--- config.mk ---
export PLATFORM = sky130hd
export DESIGN_NAME = fibonacci
export DESIGN_NICKNAME = d
export VERILOG_FILES = /design/src/rtl/fibonacci.sv
export SDC_FILE = /design/constraint.sdc
export NUM_CORES = 1
export LEC_CHECK = 0
export CORE_MARGIN = 5
export CORE_UTILIZATION = 30
export CTS_CLUSTER_SIZE = 12
export DETAILED_ROUTE_END_ITERATION = 8
export GPL_TIMING_DRIVEN = 0
export PLACE_DENSITY = 0.65
export SYNTH_ARGS = -nofsm -noshare
export SYNTH_HDL_FRONTEND = slang
export SYNTH_SLANG_ARGS = --single-unit
export TNS_END_PERCENT = 100
--- constraint.sdc ---
create_clock -name clk -period 1.5 [get_ports clk]
set_input_delay 0.15 -clock clk [delete_from_list [all_inputs] [get_ports clk]]
set_output_delay 0.15 -clock clk [all_outputs]
set_load 0.05 [all_outputs]
--- src/rtl/fibonacci.sv ---
// rtl/fibonacci.sv - Fibonacci-number detector with registered flag and saturating hit counter
// Optional FIBONACCI_INDEX_EN adds fib_idx / fib_idx_q (sequence index of the operand).
module fibonacci #(
  parameter int WIDTH = 4,
  parameter int CNT_W = 8
) (
  input  logic             clk,
  input  logic             rst,
  input  logic [WIDTH-1:0] in,
  input  logic             in_vld,
  output logic             out,
  output logic             out_q,
  output logic             out_q_vld,
  output logic [CNT_W-1:0] hit_cnt
`ifdef FIBONACCI_INDEX_EN
  ,
  output logic [4:0]       fib_idx,
  output logic [4:0]       fib_idx_q
`endif
);

  // F24 = 46368 is the largest term that fits the widest legal operand.
  localparam int NFIB = 25;
  localparam int MAXV = (1 << WIDTH) - 1;

  function automatic int fib_at(input int n);
    int a;
    int b;
    int t;
    a = 0;
    b = 1;
    for (int i = 0; i < n; i++) begin
      t = a + b;
      a = b;
      b = t;
    end
    return a;
  endfunction

  logic [NFIB-1:0] hit;

  for (genvar n = 0; n < NFIB; n++) begin : g_fib
    localparam int FV = fib_at(n);
    if (FV <= MAXV) begin : g_cmp
      assign hit[n] = (in == WIDTH'(FV));
    end else begin : g_none
      assign hit[n] = 1'b0;
    end
  end

  assign out = |hit;

  logic             out_d;
  logic             vld_q;
  logic             vld_d;
  logic [CNT_W-1:0] cnt_q;
  logic [CNT_W-1:0] cnt_d;

  always_comb begin
    out_d = out_q;
    vld_d = in_vld;
    cnt_d = cnt_q;
    if (in_vld) begin
      out_d = out;
      if (out && (cnt_q != {CNT_W{1'b1}})) begin
        cnt_d = cnt_q + 1'b1;
      end
    end
  end

  always_ff @(posedge clk or negedge rst) begin
    if (!rst) begin
      out_q <= 1'b0;
      vld_q <= 1'b0;
      cnt_q <= '0;
    end else begin
      out_q <= out_d;
      vld_q <= vld_d;
      cnt_q <= cnt_d;
    end
  end

  assign out_q_vld = vld_q;
  assign hit_cnt   = cnt_q;

`ifdef FIBONACCI_INDEX_EN
  logic [4:0] idx_d;
  logic [4:0] idx_q;

  // Scan downward so the lowest matching index wins (1 maps to n=1, not n=2).
  always_comb begin
    fib_idx = 5'd0;
    for (int n = NFIB - 1; n >= 0; n--) begin
      if (hit[n]) begin
        fib_idx = 5'(n);
      end
    end
    idx_d = in_vld ? fib_idx : idx_q;
  end

  always_ff @(posedge clk or negedge rst) begin
    if (!rst) begin
      idx_q <= 5'd0;
    end else begin
      idx_q <= idx_d;
    end
  end

  assign fib_idx_q = idx_q;
`endif

endmodule

==> tab_implementation.tex, run 1 <==
\begin{tabular}{lr}
\hline
Metric & Value \\
\hline
\multicolumn{2}{l}{\textbf{Yosys}} \\
Area contributors post-synth & sky130\_fd\_sc\_hd\_\_dfrtp\_1, sky130\_fd\_sc\_hd\_\_mux2\_4, sky130\_fd\_sc\_hd\_\_xor2\_1, sky130\_fd\_sc\_hd\_\_a2bb2oi\_4, sky130\_fd\_sc\_hd\_\_xor2\_2 \\
Number of warnings reported in the yosys synthesis log & 0 \\
Count leader, synth & sky130\_fd\_sc\_hd\_\_dfrtp\_1 \\
Number of distinct library cells after synthesis & 20 \\
Synth top area share & 0.4808 \\
Average cell area after synthesis & 11.57 sq um \\
Leading post-synthesis cells by instance count & sky130\_fd\_sc\_hd\_\_dfrtp\_1, sky130\_fd\_sc\_hd\_\_xor2\_1 \\
Syn Inst Count & 45 \\
\#FFs+latches synth & 10 \\
Top flip-flop cell by instance count after synthesis & sky130\_fd\_sc\_hd\_\_dfrtp\_1 \\
Proportion of register bits with asynchronous set or reset after synthesis & 1.000 \\
Post-Syn Nets & 53 \\
Cell area after synthesis & 520.5 sq um \\
Share of the yosys chip area belonging to registers & 0.4808 \\
Post-synth top area cell & sky130\_fd\_sc\_hd\_\_dfrtp\_1 \\
EDFF count, synth & 0 \\
\multicolumn{2}{l}{\textbf{Finish}} \\
Sequential cell area & 257.7 sq um \\
Number of filler instances in the final layout & 170 \\
Layout net count & 76 \\
Share of final-layout standard cells stronger than drive strength 1 & 0.2879 \\
Antenna cells & 0 \\
Synth-to-layout area growth & 42.31\% \\
Final non-filler cell total & 83 \\
Total area of multi-input combinational cells & 269.0 sq um \\
\multicolumn{2}{l}{\textbf{Global route}} \\
Initial antenna violation count & 0 \\
Wire length of the first global-routing pass & 1794 um \\
Remaining global-route overflow & 0 \\
Pin count of the biggest net entering global routing & 11 \\
Via count of the first global-routing pass & 432 \\
Total global routing track utilization & 0.09008 \\
\multicolumn{2}{l}{\textbf{Route}} \\
DRC violations left & 0 \\
Routed length per instance & 12.60 um \\
Total Routed Length & 1046 um \\
Via Count & 399 \\
Post-route ant nets & 0 \\
Number of violations reported at the end of detailed-routing iteration 0 & 4 \\
Via density per instance & 4.807 \\
Drt pass-1 iters & 3 \\
\multicolumn{2}{l}{\textbf{Worst setup path}} \\
Crit path DAT & 1.59 ns \\
Worst EP required & 1.64 ns \\
Max FO, Critical Path & 6 \\
Sort of element at the start of the critical path & input pin \\
Capturing element type of the critical path & flip-flop \\
Worst setup path category & input pin to flip-flop \\
\multicolumn{2}{l}{\textbf{Min path}} \\
Min-delay worst type & input pin to async pin \\
\multicolumn{2}{l}{\textbf{STA}} \\
Rel. slew slack & 0.6739 \\
Transition time at the pin with the least slew margin & 0.4911 ns \\
Final worst hold slack & 0.2049 ns \\
Setup repair after global routing missed its margin & no \\
Number of slew-limit violations in the final report & 0 \\
Total setup violations reported at the end of the flow & 0 \\
Max Fclk & 690.9 MHz \\
Layout Skew & 0.0003823 ns \\
Minimum period implied by the final worst setup slack & 1.447 ns \\
Hold violation total from the final report & 0 \\
Period Utilization, post-route & 0.9650 \\
Final Worst Setup Slack & 0.05254 ns \\
\multicolumn{2}{l}{\textbf{Die}} \\
Die X & 51.66 um \\
Starting utilization of the core area & 0.3081 \\
Vert. Die Dim & 51.66 um \\
IO Pins & 18 \\
Floorplan core area & 1689 sq um \\
Row Count & 15 \\
Total Die Area & 2668 sq um \\
\multicolumn{2}{l}{\textbf{CTS}} \\
Number of CTS-inserted buffers & 3 \\
Clock-pin slew on the worst setup and hold paths & 0.06 ns \\
Library cell used as clock root buffer & sky130\_fd\_sc\_hd\_\_clkbuf\_4 \\
Clock insertion delay at the later pin of the skew report & 0.26 ns \\
TritonCTS Sinks & 10 \\
H-tree levels & 1 \\
CTS tree & built \\
Number of buffers on the longest clock path & 2 \\
\multicolumn{2}{l}{\textbf{Pwr}} \\
Leakage power & 0.3415 nW \\
Max IR drop VDD & 0.0009280 V \\
Total power density per cell area & 1970 nW/um\^{}2 \\
\multicolumn{2}{l}{\textbf{Placed design}} \\
Number of input and output port buffers inserted & 17 \\
Post-DP HPWL & 809.6 um \\
Routability Congestion & 0.7119 \\
Worst setup slack after placement & -0.4762 ns \\
Total placed cells including tap cells & 79 \\
\multicolumn{2}{l}{\textbf{Outcome}} \\
Status & finished clean \\
\multicolumn{2}{l}{\textbf{Job}} \\
Max-capacitance violation count & 0 \\
\hline
\end{tabular}
flip-flops by register name, summed over array words and instances, names as in the netlist:
register / flops
hit_cnt: 8
out_q: 1
out_q_vld: 1
worst max-delay path, stage by stage:
cell	delay (ns)
sky130_fd_sc_hd__clkdlybuf4s50_1	0.58
sky130_fd_sc_hd__nand2b_1	0.13
sky130_fd_sc_hd__a2bb2oi_4	0.21
sky130_fd_sc_hd__nor3_2	0.21
sky130_fd_sc_hd__mux2_4	0.31
layout make-up:
cell class              count  area share
repair buffers             18      0.2196
inverters                   2     0.01014
multi-input cells          33      0.3632
well taps                  17     0.02872
clock buffers               3     0.03041
flip-flops and latches     10      0.3480
per-layer routing:
layer,share of wire,vias up,GRT usage,wire length (um)
met5,0,-,0,0
met4,0.015,0,0.07860,16
met3,0.028,2,0.008596,29
met2,0.51,7,0.1462,538
met1,0.44,192,0.1050,462
li1,-,198,-,-
what timing repair did:
item,in CTS,in global routing
resized for setup,13,3
setup buffers,0,1
hold buffers,0,0
pin swaps,0,2
setup endpoints to repair,11,4
path summary, 6_finish.rpt:
path,start,endpoint,slack [ns],cells after the start
worst min-delay path,rst,hit_cnt[7],0.20,1
worst max register to register,hit_cnt[0],hit_cnt[1],0.10,5
worst min register to register,hit_cnt[0],hit_cnt[0],0.49,1
worst max-delay path,in_vld,hit_cnt[7],0.05,5
max in group asynchronous,rst,hit_cnt[0],0.96,1
min in group clk,hit_cnt[0],hit_cnt[0],0.49,1
through the flow:
| stage | area [sq um] | utilization | TNS [ns] | power (mW) |
|---|---|---|---|---|
| after CTS | 737.0 | 0.4363 | -0.08054 | 1.480 |
| after floorplan | 534.3 | - | -0.03791 | 1.080 |
| after global placement | 725.7 | 0.4296 | -1.510 | 1.364 |
| after detailed placement | 725.7 | 0.4296 | -1.752 | 1.369 |
| final | 740.7 | 0.4385 | 0 | 1.459 |
| after global routing | 740.7 | 0.4385 | 0 | 1.556 |
cell usage in the layout (no fill, tap or decap):
| master | instances |
|---|---|
| sky130_fd_sc_hd__dlygate4sd2_1 | 10 |
| sky130_fd_sc_hd__dfrtp_2 | 6 |
| sky130_fd_sc_hd__clkdlybuf4s50_1 | 5 |
| sky130_fd_sc_hd__xor2_1 | 4 |
| sky130_fd_sc_hd__dfrtp_1 | 4 |
| sky130_fd_sc_hd__mux2_4 | 3 |
| sky130_fd_sc_hd__nor2_1 | 3 |
| sky130_fd_sc_hd__nand3_1 | 3 |
| sky130_fd_sc_hd__nand2_1 | 3 |
| sky130_fd_sc_hd__clkbuf_4 | 3 |
| sky130_fd_sc_hd__inv_1 | 2 |
| sky130_fd_sc_hd__o21ai_0 | 2 |
| sky130_fd_sc_hd__and3_1 | 2 |
| sky130_fd_sc_hd__nand2b_1 | 2 |
| sky130_fd_sc_hd__nor3_1 | 2 |
| sky130_fd_sc_hd__xor2_2 | 1 |
| sky130_fd_sc_hd__o22ai_2 | 1 |
| sky130_fd_sc_hd__nand4_1 | 1 |
| sky130_fd_sc_hd__a2bb2oi_4 | 1 |
| sky130_fd_sc_hd__nor2_2 | 1 |
| sky130_fd_sc_hd__nor3_2 | 1 |
| sky130_fd_sc_hd__nor3b_1 | 1 |
| sky130_fd_sc_hd__xnor2_1 | 1 |
| sky130_fd_sc_hd__ha_1 | 1 |
| sky130_fd_sc_hd__dlymetal6s2s_1 | 1 |
| sky130_fd_sc_hd__buf_2 | 1 |
| sky130_fd_sc_hd__buf_4 | 1 |
power by group:
part	leakage, nW	switching [mW]	internal (mW)	total, mW
clock	0.0138	0.0848	0.0924	0.177
sequential	0.115	0.119	0.389	0.508
combinational	0.213	0.524	0.250	0.774
total	0.342	0.727	0.732	1.46
logic make-up after synthesis:
kind of cell / count (synthesis) / synth area share
fa+ha+maj: 1 / 0.02403
mux: 3 / 0.08653
simple gates: 19 / 0.1971
buf+inv: 2 / 0.01443
compound gates: 4 / 0.08175
flops: 10 / 0.4808
xor+xnor: 6 / 0.1154
No activity file was read; power rests on OpenSTA's default activity.
==> inputs of run 2 (changes only) <==
==> constraint.sdc (replaced) <==
create_clock -name clk -period 1.5 [get_ports clk]
set_input_delay 0.3 -clock clk [delete_from_list [all_inputs] [get_ports clk]]
set_output_delay 0.3 -clock clk [all_outputs]
set_load 0.05 [all_outputs]
==> run 2 against run 1 <==
Clock power up 11%; die area unchanged; clock skew up 0.010 ns; maximum frequency shrank 1.6%; clock-buffer cell count grew 1; global-route usage barely moved; worst hold slack improved by 0.14 ns.
==> tab_implementation.tex, run 2 (synthesis results as in run 1) <==
\begin{tabular}{lr}
\hline
Metric & Value \\
\hline
\multicolumn{2}{l}{\textbf{Outcome}} \\
Status & finished clean \\
\multicolumn{2}{l}{\textbf{Pwr}} \\
Leakage power & 0.3542 nW (+3.7\%) \\
Total power density per cell area & 1945 nW/um\^{}2 (-1.3\%) \\
Max IR drop VDD & 0.0009404 V (+1.3\%) \\
\multicolumn{2}{l}{\textbf{Finish}} \\
Antenna cells & 0 (unchanged) \\
Largest register FFs & 8 (unchanged) \\
Layout net count & 78 (+2.6\%) \\
Final cell utilization of the core & 0.4593 (+0.02074) \\
Share of final-layout standard cells stronger than drive strength 1 & 0.4493 (+0.1614) \\
Most frequent cells in the layout & sky130\_fd\_sc\_hd\_\_dfrtp\_2, sky130\_fd\_sc\_hd\_\_clkbuf\_2, sky130\_fd\_sc\_hd\_\_xor2\_1, sky130\_fd\_sc\_hd\_\_dfrtp\_1, sky130\_fd\_sc\_hd\_\_dlygate4sd2\_1 \\
Post-route cell area & 775.7 sq um (+4.7\%) \\
Synth-to-layout area growth & 49.04\% \\
Number of filler instances in the final layout & 163 (-4.1\%) \\
\multicolumn{2}{l}{\textbf{Global route}} \\
Initial antenna violation count & 0 (unchanged) \\
Via count of the first global-routing pass & 415 (-3.9\%) \\
Wire length of the first global-routing pass & 1752 um (-2.3\%) \\
Remaining global-route overflow & 0 (unchanged) \\
Total global routing track utilization & 0.08998 (-0.0001088) \\
Pin count of the biggest net entering global routing & 11 (unchanged) \\
\multicolumn{2}{l}{\textbf{CTS}} \\
Library cell used as clock root buffer & sky130\_fd\_sc\_hd\_\_clkbuf\_4 \\
TritonCTS Sinks & 10 (unchanged) \\
Number of buffers on the longest clock path & 2 (unchanged) \\
Clock insertion delay at the later pin of the skew report & 0.27 ns (about the same) \\
H-tree levels & 1 (unchanged) \\
CTS tree & built \\
Number of CTS-inserted buffers & 3 (unchanged) \\
Clock-pin slew on the worst setup and hold paths & 0.07 ns (about the same) \\
\multicolumn{2}{l}{\textbf{Die}} \\
Vert. Die Dim & 51.66 um (unchanged) \\
Floorplan core area & 1689 sq um (unchanged) \\
IO Pins & 18 (unchanged) \\
Total Die Area & 2668 sq um (unchanged) \\
Row Count & 15 (unchanged) \\
Starting utilization of the core area & 0.3081 (unchanged) \\
Die X & 51.66 um (unchanged) \\
\multicolumn{2}{l}{\textbf{Route}} \\
Routed length per instance & 12.19 um (-3.3\%) \\
Total Routed Length & 1048 um (+0.19\%) \\
Drt pass-1 iters & 4 (+1) \\
Number of violations reported at the end of detailed-routing iteration 0 & 15 (+11) \\
Via density per instance & 4.814 (+0.14\%) \\
Via Count & 414 (+3.8\%) \\
DRC violations left & 0 (unchanged) \\
Post-route ant nets & 0 (unchanged) \\
\multicolumn{2}{l}{\textbf{Worst setup path}} \\
Sort of element at the start of the critical path & input pin \\
Crit path DAT & 1.63 ns (+0.04 ns) \\
Worst EP required & 1.66 ns (+0.02 ns) \\
Worst R2R Setup Slack & 0.12 ns (+0.02 ns) \\
R2r endpoint & hit\_cnt[1] \\
Capturing element type of the critical path & flip-flop \\
Max FO, Critical Path & 7 (+1) \\
R2r worst-path depth & 5 (unchanged) \\
Startpoint of the most critical register-to-register path & hit\_cnt[0] \\
Worst setup path category & input pin to flip-flop \\
Worst setup path start & in[1] \\
\multicolumn{2}{l}{\textbf{STA}} \\
Total setup violations reported at the end of the flow & 0 (unchanged) \\
Setup repair after global routing missed its margin & yes \\
Period Utilization, post-route & 0.9811 (+0.01609) \\
Layout Skew & 0.01044 ns (+0.01006 ns) \\
Hold violation total from the final report & 0 (unchanged) \\
Rel. slew slack & 0.6742 (about the same) \\
Max Fclk & 679.5 MHz (-1.6\%) \\
Transition time at the pin with the least slew margin & 0.4906 ns (-0.0004426 ns) \\
Minimum period implied by the final worst setup slack & 1.472 ns (+0.02413 ns) \\
Number of slew-limit violations in the final report & 0 (unchanged) \\
\multicolumn{2}{l}{\textbf{Min path}} \\
Min-delay worst type & input pin to async pin \\
\multicolumn{2}{l}{\textbf{Placed design}} \\
Routability Congestion & 0.7694 (+8.1\%) \\
Post-DP HPWL & 811.3 um (+0.21\%) \\
Post-detailed-placement cell area & 733.2 sq um (+1.0\%) \\
Number of input and output port buffers inserted & 17 (unchanged) \\
\multicolumn{2}{l}{\textbf{Job}} \\
Max-capacitance violation count & 0 (unchanged) \\
\hline
\end{tabular}
-- run 2: changes by cell type in the layout (fill, tap and decap cells not counted), moves of 2 or more --
cell                              previous run  this run
sky130_fd_sc_hd__dlygate4sd2_1              10         4
sky130_fd_sc_hd__clkbuf_2                    0         6
sky130_fd_sc_hd__clkdlybuf4s15_1             0         2
sky130_fd_sc_hd__clkdlybuf4s50_1             5         3
sky130_fd_sc_hd__buf_4                       1         3
-- run 2: area by class of cell --
cell class	instances	area, sq um	area share
multi-input combinational	33	302.8	0.3903
sequential	10	257.7	0.3323
timing repair buffer	20	160.2	0.2065
clock buffer	4	26.28	0.03387
tap	17	21.27	0.02742
inverter	2	7.507	0.009677
-- run 2: how the worst max path moves through the flow --
stage | to | slack [ns]
2_1_floorplan | hit_cnt[1] | -0.04
3_3_place_gp | out | -0.81
3_5_place_dp | out | -0.82
4_1_cts | hit_cnt[4] | 0.005
5_1_grt | hit_cnt[6] | -0.01
6_report | hit_cnt[1] | 0.03
-- run 2: per-layer routing --
layer / vias up / GRT usage / share of wire / routed length, um
met5: - / 0 / 0 / 0
li1: 200 / - / - / -
met2: 13 / 0.1462 / 0.47 / 495
met3: 2 / 0.04585 / 0.070 / 73
met4: 0 / 0.02620 / 0.0057 / 6
met1: 199 / 0.1028 / 0.45 / 471
-- run 2: metrics by stage --
| step | power, mW | hold slack [ns] | worst slack [ns] | TNS [ns] | std cells |
|---|---|---|---|---|---|
| 2_1_floorplan | 1.083 | 0.004409 | -0.03793 | -0.03793 | 45 |
| 5_1_grt | 1.594 | 0.3846 | -0.01326 | -0.03102 | 86 |
| 3_3_place_gp | 1.373 | 0.4843 | -0.8080 | -3.865 | 79 |
| 4_1_cts | 1.525 | 0.3554 | 0.005058 | 0 | 86 |
| 3_5_place_dp | 1.376 | 0.4881 | -0.8196 | -4.047 | 79 |
| 6_report | 1.509 | 0.3456 | 0.02841 | 0 | 86 |
-- run 2: power breakdown --
group / internal (mW) / switching (mW) / total, mW
combinational: 0.257 / 0.543 / 0.800
sequential: 0.389 / 0.123 / 0.512
clock: 0.103 / 0.0945 / 0.197
-- run 2: repair_timing --
action | 4_1_cts | 5_1_grt
endpoints found under the setup margin | 19 | 10
gates resized for setup | 26 | 15
pin swaps | 2 | 2
hold buffers | 0 | 0
buffers inserted | 3 | 0
-- run 2: critical path, cell delays in order --
cell and delay (ns):
sky130_fd_sc_hd__clkdlybuf4s50_1 0.52, sky130_fd_sc_hd__nand2b_4 0.16, sky130_fd_sc_hd__a2bb2oi_4 0.27, sky130_fd_sc_hd__nor2_4 0.08, sky130_fd_sc_hd__mux2_4 0.30
==> inputs of run 3 (changes only) <==
--- a/config.mk
+++ b/config.mk
@@ -5,12 +5,12 @@
 export SDC_FILE = /design/constraint.sdc
 export NUM_CORES = 1
 export LEC_CHECK = 0
-export CORE_MARGIN = 5
-export CORE_UTILIZATION = 30
+export CORE_AREA = 5 5 42 44
 export CTS_CLUSTER_SIZE = 12
 export DETAILED_ROUTE_END_ITERATION = 8
+export DIE_AREA = 0 0 47 49
 export GPL_TIMING_DRIVEN = 0
-export PLACE_DENSITY = 0.65
+export PLACE_DENSITY = 0.79
 export SYNTH_ARGS = -nofsm -noshare
 export SYNTH_HDL_FRONTEND = slang
 export SYNTH_SLANG_ARGS = --single-unit
==> run 3 against run 2 <==
Clock skew decreased by 0.010 ns; largest power group unchanged; setup slack gained 0.0094 ns; clock power is 19% higher; maximum frequency is 0.64% higher; highest routed layer unchanged.
==> tab_implementation.tex, run 3 (synthesis results as in run 1) <==
\begin{tabular}{lr}
\hline
Metric & Value \\
\hline
\multicolumn{2}{l}{\textbf{Pwr}} \\
Relative contribution of combinational cells to total power & 0.511 (-0.019) \\
Total power density per cell area & 2011 nW/um\^{}2 (+3.4\%) \\
Switching part of the total & 0.4866 (-0.01729) \\
Total power draw & 1.545 mW (+2.4\%) \\
Leakage power & 0.3389 nW (-4.3\%) \\
Cell-internal power & 793.1 uW (+6.0\%) \\
Clock share of power & 0.152 (+0.021) \\
Max IR drop VDD & 0.001068 V (+14\%) \\
Power dissipated by switching net loads & 751.8 uW (-1.1\%) \\
Fraction of power consumed by sequential logic & 0.337 (-0.002) \\
\multicolumn{2}{l}{\textbf{Global route}} \\
Total global routing track utilization & 0.1052 (+0.01521) \\
Initial antenna violation count & 0 (unchanged) \\
Pin count of the biggest net entering global routing & 11 (unchanged) \\
Wire length of the first global-routing pass & 1745 um (-0.40\%) \\
Remaining global-route overflow & 0 (unchanged) \\
Via count of the first global-routing pass & 415 (unchanged) \\
\multicolumn{2}{l}{\textbf{Finish}} \\
Synth-to-layout area growth & 47.60\% \\
Share of final-layout standard cells stronger than drive strength 1 & 0.4412 (-0.008099) \\
Antenna cells & 0 (unchanged) \\
Layout net count & 77 (-1.3\%) \\
Final non-filler cell total & 84 (-2.3\%) \\
Largest register FFs & 8 (unchanged) \\
Most common cell after layout, fill and taps aside & sky130\_fd\_sc\_hd\_\_dfrtp\_2 \\
Most frequent cells in the layout & sky130\_fd\_sc\_hd\_\_dfrtp\_2, sky130\_fd\_sc\_hd\_\_dlygate4sd2\_1, sky130\_fd\_sc\_hd\_\_clkbuf\_2 \\
\multicolumn{2}{l}{\textbf{CTS}} \\
TritonCTS Sinks & 10 (unchanged) \\
Number of buffers on the longest clock path & 2 (unchanged) \\
Clock-pin slew on the worst setup and hold paths & 0.06 ns (about the same) \\
Library cell used as clock root buffer & sky130\_fd\_sc\_hd\_\_clkbuf\_4 \\
H-tree levels & 1 (unchanged) \\
Number of CTS-inserted buffers & 3 (unchanged) \\
CTS tree & built \\
Clock insertion delay at the later pin of the skew report & 0.26 ns (about the same) \\
Hold bufs inserted after CTS & 0 (unchanged) \\
\multicolumn{2}{l}{\textbf{Die}} \\
IO Pins & 18 (unchanged) \\
Floorplan core area & 1401 sq um (-17\%) \\
Vert. Die Dim & 49 um (-5.1\%) \\
Starting utilization of the core area & 0.3714 (+0.06328) \\
Row Count & 14 (-1) \\
Die X & 47 um (-9.0\%) \\
Total Die Area & 2303 sq um (-14\%) \\
\multicolumn{2}{l}{\textbf{Worst setup path}} \\
Capturing element type of the critical path & flip-flop \\
Worst EP required & 1.65 ns (about the same) \\
Sort of element at the start of the critical path & input pin \\
Worst setup path category & input pin to flip-flop \\
Worst R2R Setup Slack & 0.13 ns (about the same) \\
Max FO, Critical Path & 6 (-1) \\
Crit path DAT & 1.61 ns (-0.02 ns) \\
\multicolumn{2}{l}{\textbf{STA}} \\
Period Utilization, post-route & 0.9748 (-0.006251) \\
Rel. slew slack & 0.6745 (about the same) \\
Max Fclk & 683.9 MHz (+0.64\%) \\
Total negative setup slack & 0 ns (unchanged) \\
Setup repair after global routing missed its margin & no \\
Number of slew-limit violations in the final report & 0 (unchanged) \\
Hold violation total from the final report & 0 (unchanged) \\
Minimum period implied by the final worst setup slack & 1.462 ns (-0.009377 ns) \\
Total setup violations reported at the end of the flow & 0 (unchanged) \\
Transition time at the pin with the least slew margin & 0.4901 ns (-0.0004933 ns) \\
Final worst hold slack & 0.3523 ns (+0.006688 ns) \\
Layout Skew & 0.0002307 ns (-0.01021 ns) \\
Final Worst Setup Slack & 0.03778 ns (+0.009377 ns) \\
\multicolumn{2}{l}{\textbf{Route}} \\
DRC violations left & 0 (unchanged) \\
Routed length per instance & 12.01 um (-1.4\%) \\
Via Count & 411 (-0.72\%) \\
Via density per instance & 4.893 (+1.6\%) \\
Drt pass-1 iters & 3 (-1) \\
Total Routed Length & 1009 um (-3.7\%) \\
Number of violations reported at the end of detailed-routing iteration 0 & 10 (-5) \\
Post-route ant nets & 0 (unchanged) \\
\multicolumn{2}{l}{\textbf{Placed design}} \\
Worst setup slack after placement & -0.8081 ns (+0.01153 ns) \\
Routability Congestion & 0.6925 (-10\%) \\
Number of input and output port buffers inserted & 17 (unchanged) \\
Total placed cells including tap cells & 78 (-1.3\%) \\
Post-DP HPWL & 771.3 um (-4.9\%) \\
\multicolumn{2}{l}{\textbf{Job}} \\
Max-capacitance violation count & 0 (unchanged) \\
\multicolumn{2}{l}{\textbf{Min path}} \\
Min-delay worst type & input pin to async pin \\
\multicolumn{2}{l}{\textbf{Outcome}} \\
Status & finished clean \\
\hline
\end{tabular}
-- run 3: area by class of cell --
class / count / area [sq um]
repair buffers: 19 / 157.7
well taps: 16 / 20.02
clock buffers: 4 / 36.28
flip-flops and latches: 10 / 257.7
fillers: 141 / 633.1
multi-input cells: 33 / 289.0
inverters: 2 / 7.507
-- run 3: power groups by stage --
stage / sequential (mW) / combinational [mW] / clock [mW]
floorplan: 0.862 / 0.221 / 0
global placement: 0.521 / 0.846 / 0
detailed placement: 0.524 / 0.860 / 0
CTS: 0.524 / 0.821 / 0.246
global route: 0.545 / 0.836 / 0.266
finish: 0.521 / 0.789 / 0.235
-- run 3: through the flow --
stage,cell area (sq um),utilization
2_1_floorplan,541.8,-
3_3_place_gp,732.0,0.5223
3_5_place_dp,732.0,0.5223
4_1_cts,785.8,0.5607
5_1_grt,768.2,0.5482
6_report,768.2,0.5482
-- run 3: worst paths after layout --
kind / startpoint / cells after the start / endpoint
max in group asynchronous: rst / 1 / hit_cnt[2]
min in group clk: in_vld / 1 / out_q_vld
max: in[2] / 6 / hit_cnt[7]
min: rst / 1 / hit_cnt[7]
max reg2reg: hit_cnt[0] / 5 / hit_cnt[1]
min reg2reg: hit_cnt[6] / 1 / hit_cnt[6]
-- run 3: critical path, cell delays in order --
cell and delay [ns]:
sky130_fd_sc_hd__dlygate4sd2_1 0.30, sky130_fd_sc_hd__xor2_2 0.21, sky130_fd_sc_hd__buf_4 0.15, sky130_fd_sc_hd__a2bb2oi_4 0.19, sky130_fd_sc_hd__nor3_2 0.15, sky130_fd_sc_hd__mux2_4 0.31
-- run 3: timing repair --
| action | CTS | global route |
|---|---|---|
| buffers inserted | 2 | 0 |
| pin swaps | 2 | 0 |
| gates resized for setup | 30 | 8 |
| gates cloned | 0 | 0 |
| endpoints found under the setup margin | 19 | 7 |
-- run 3: metal layers --
layer	part of all wire	wire length, um	vias up	GRT usage
met2	0.44	444	17	0.1380
li1	-	-	200	-
met1	0.45	454	192	0.1493
met3	0.095	96	2	0.04428
met4	0.014	14	0	0.04147
met5	0	0	-	0
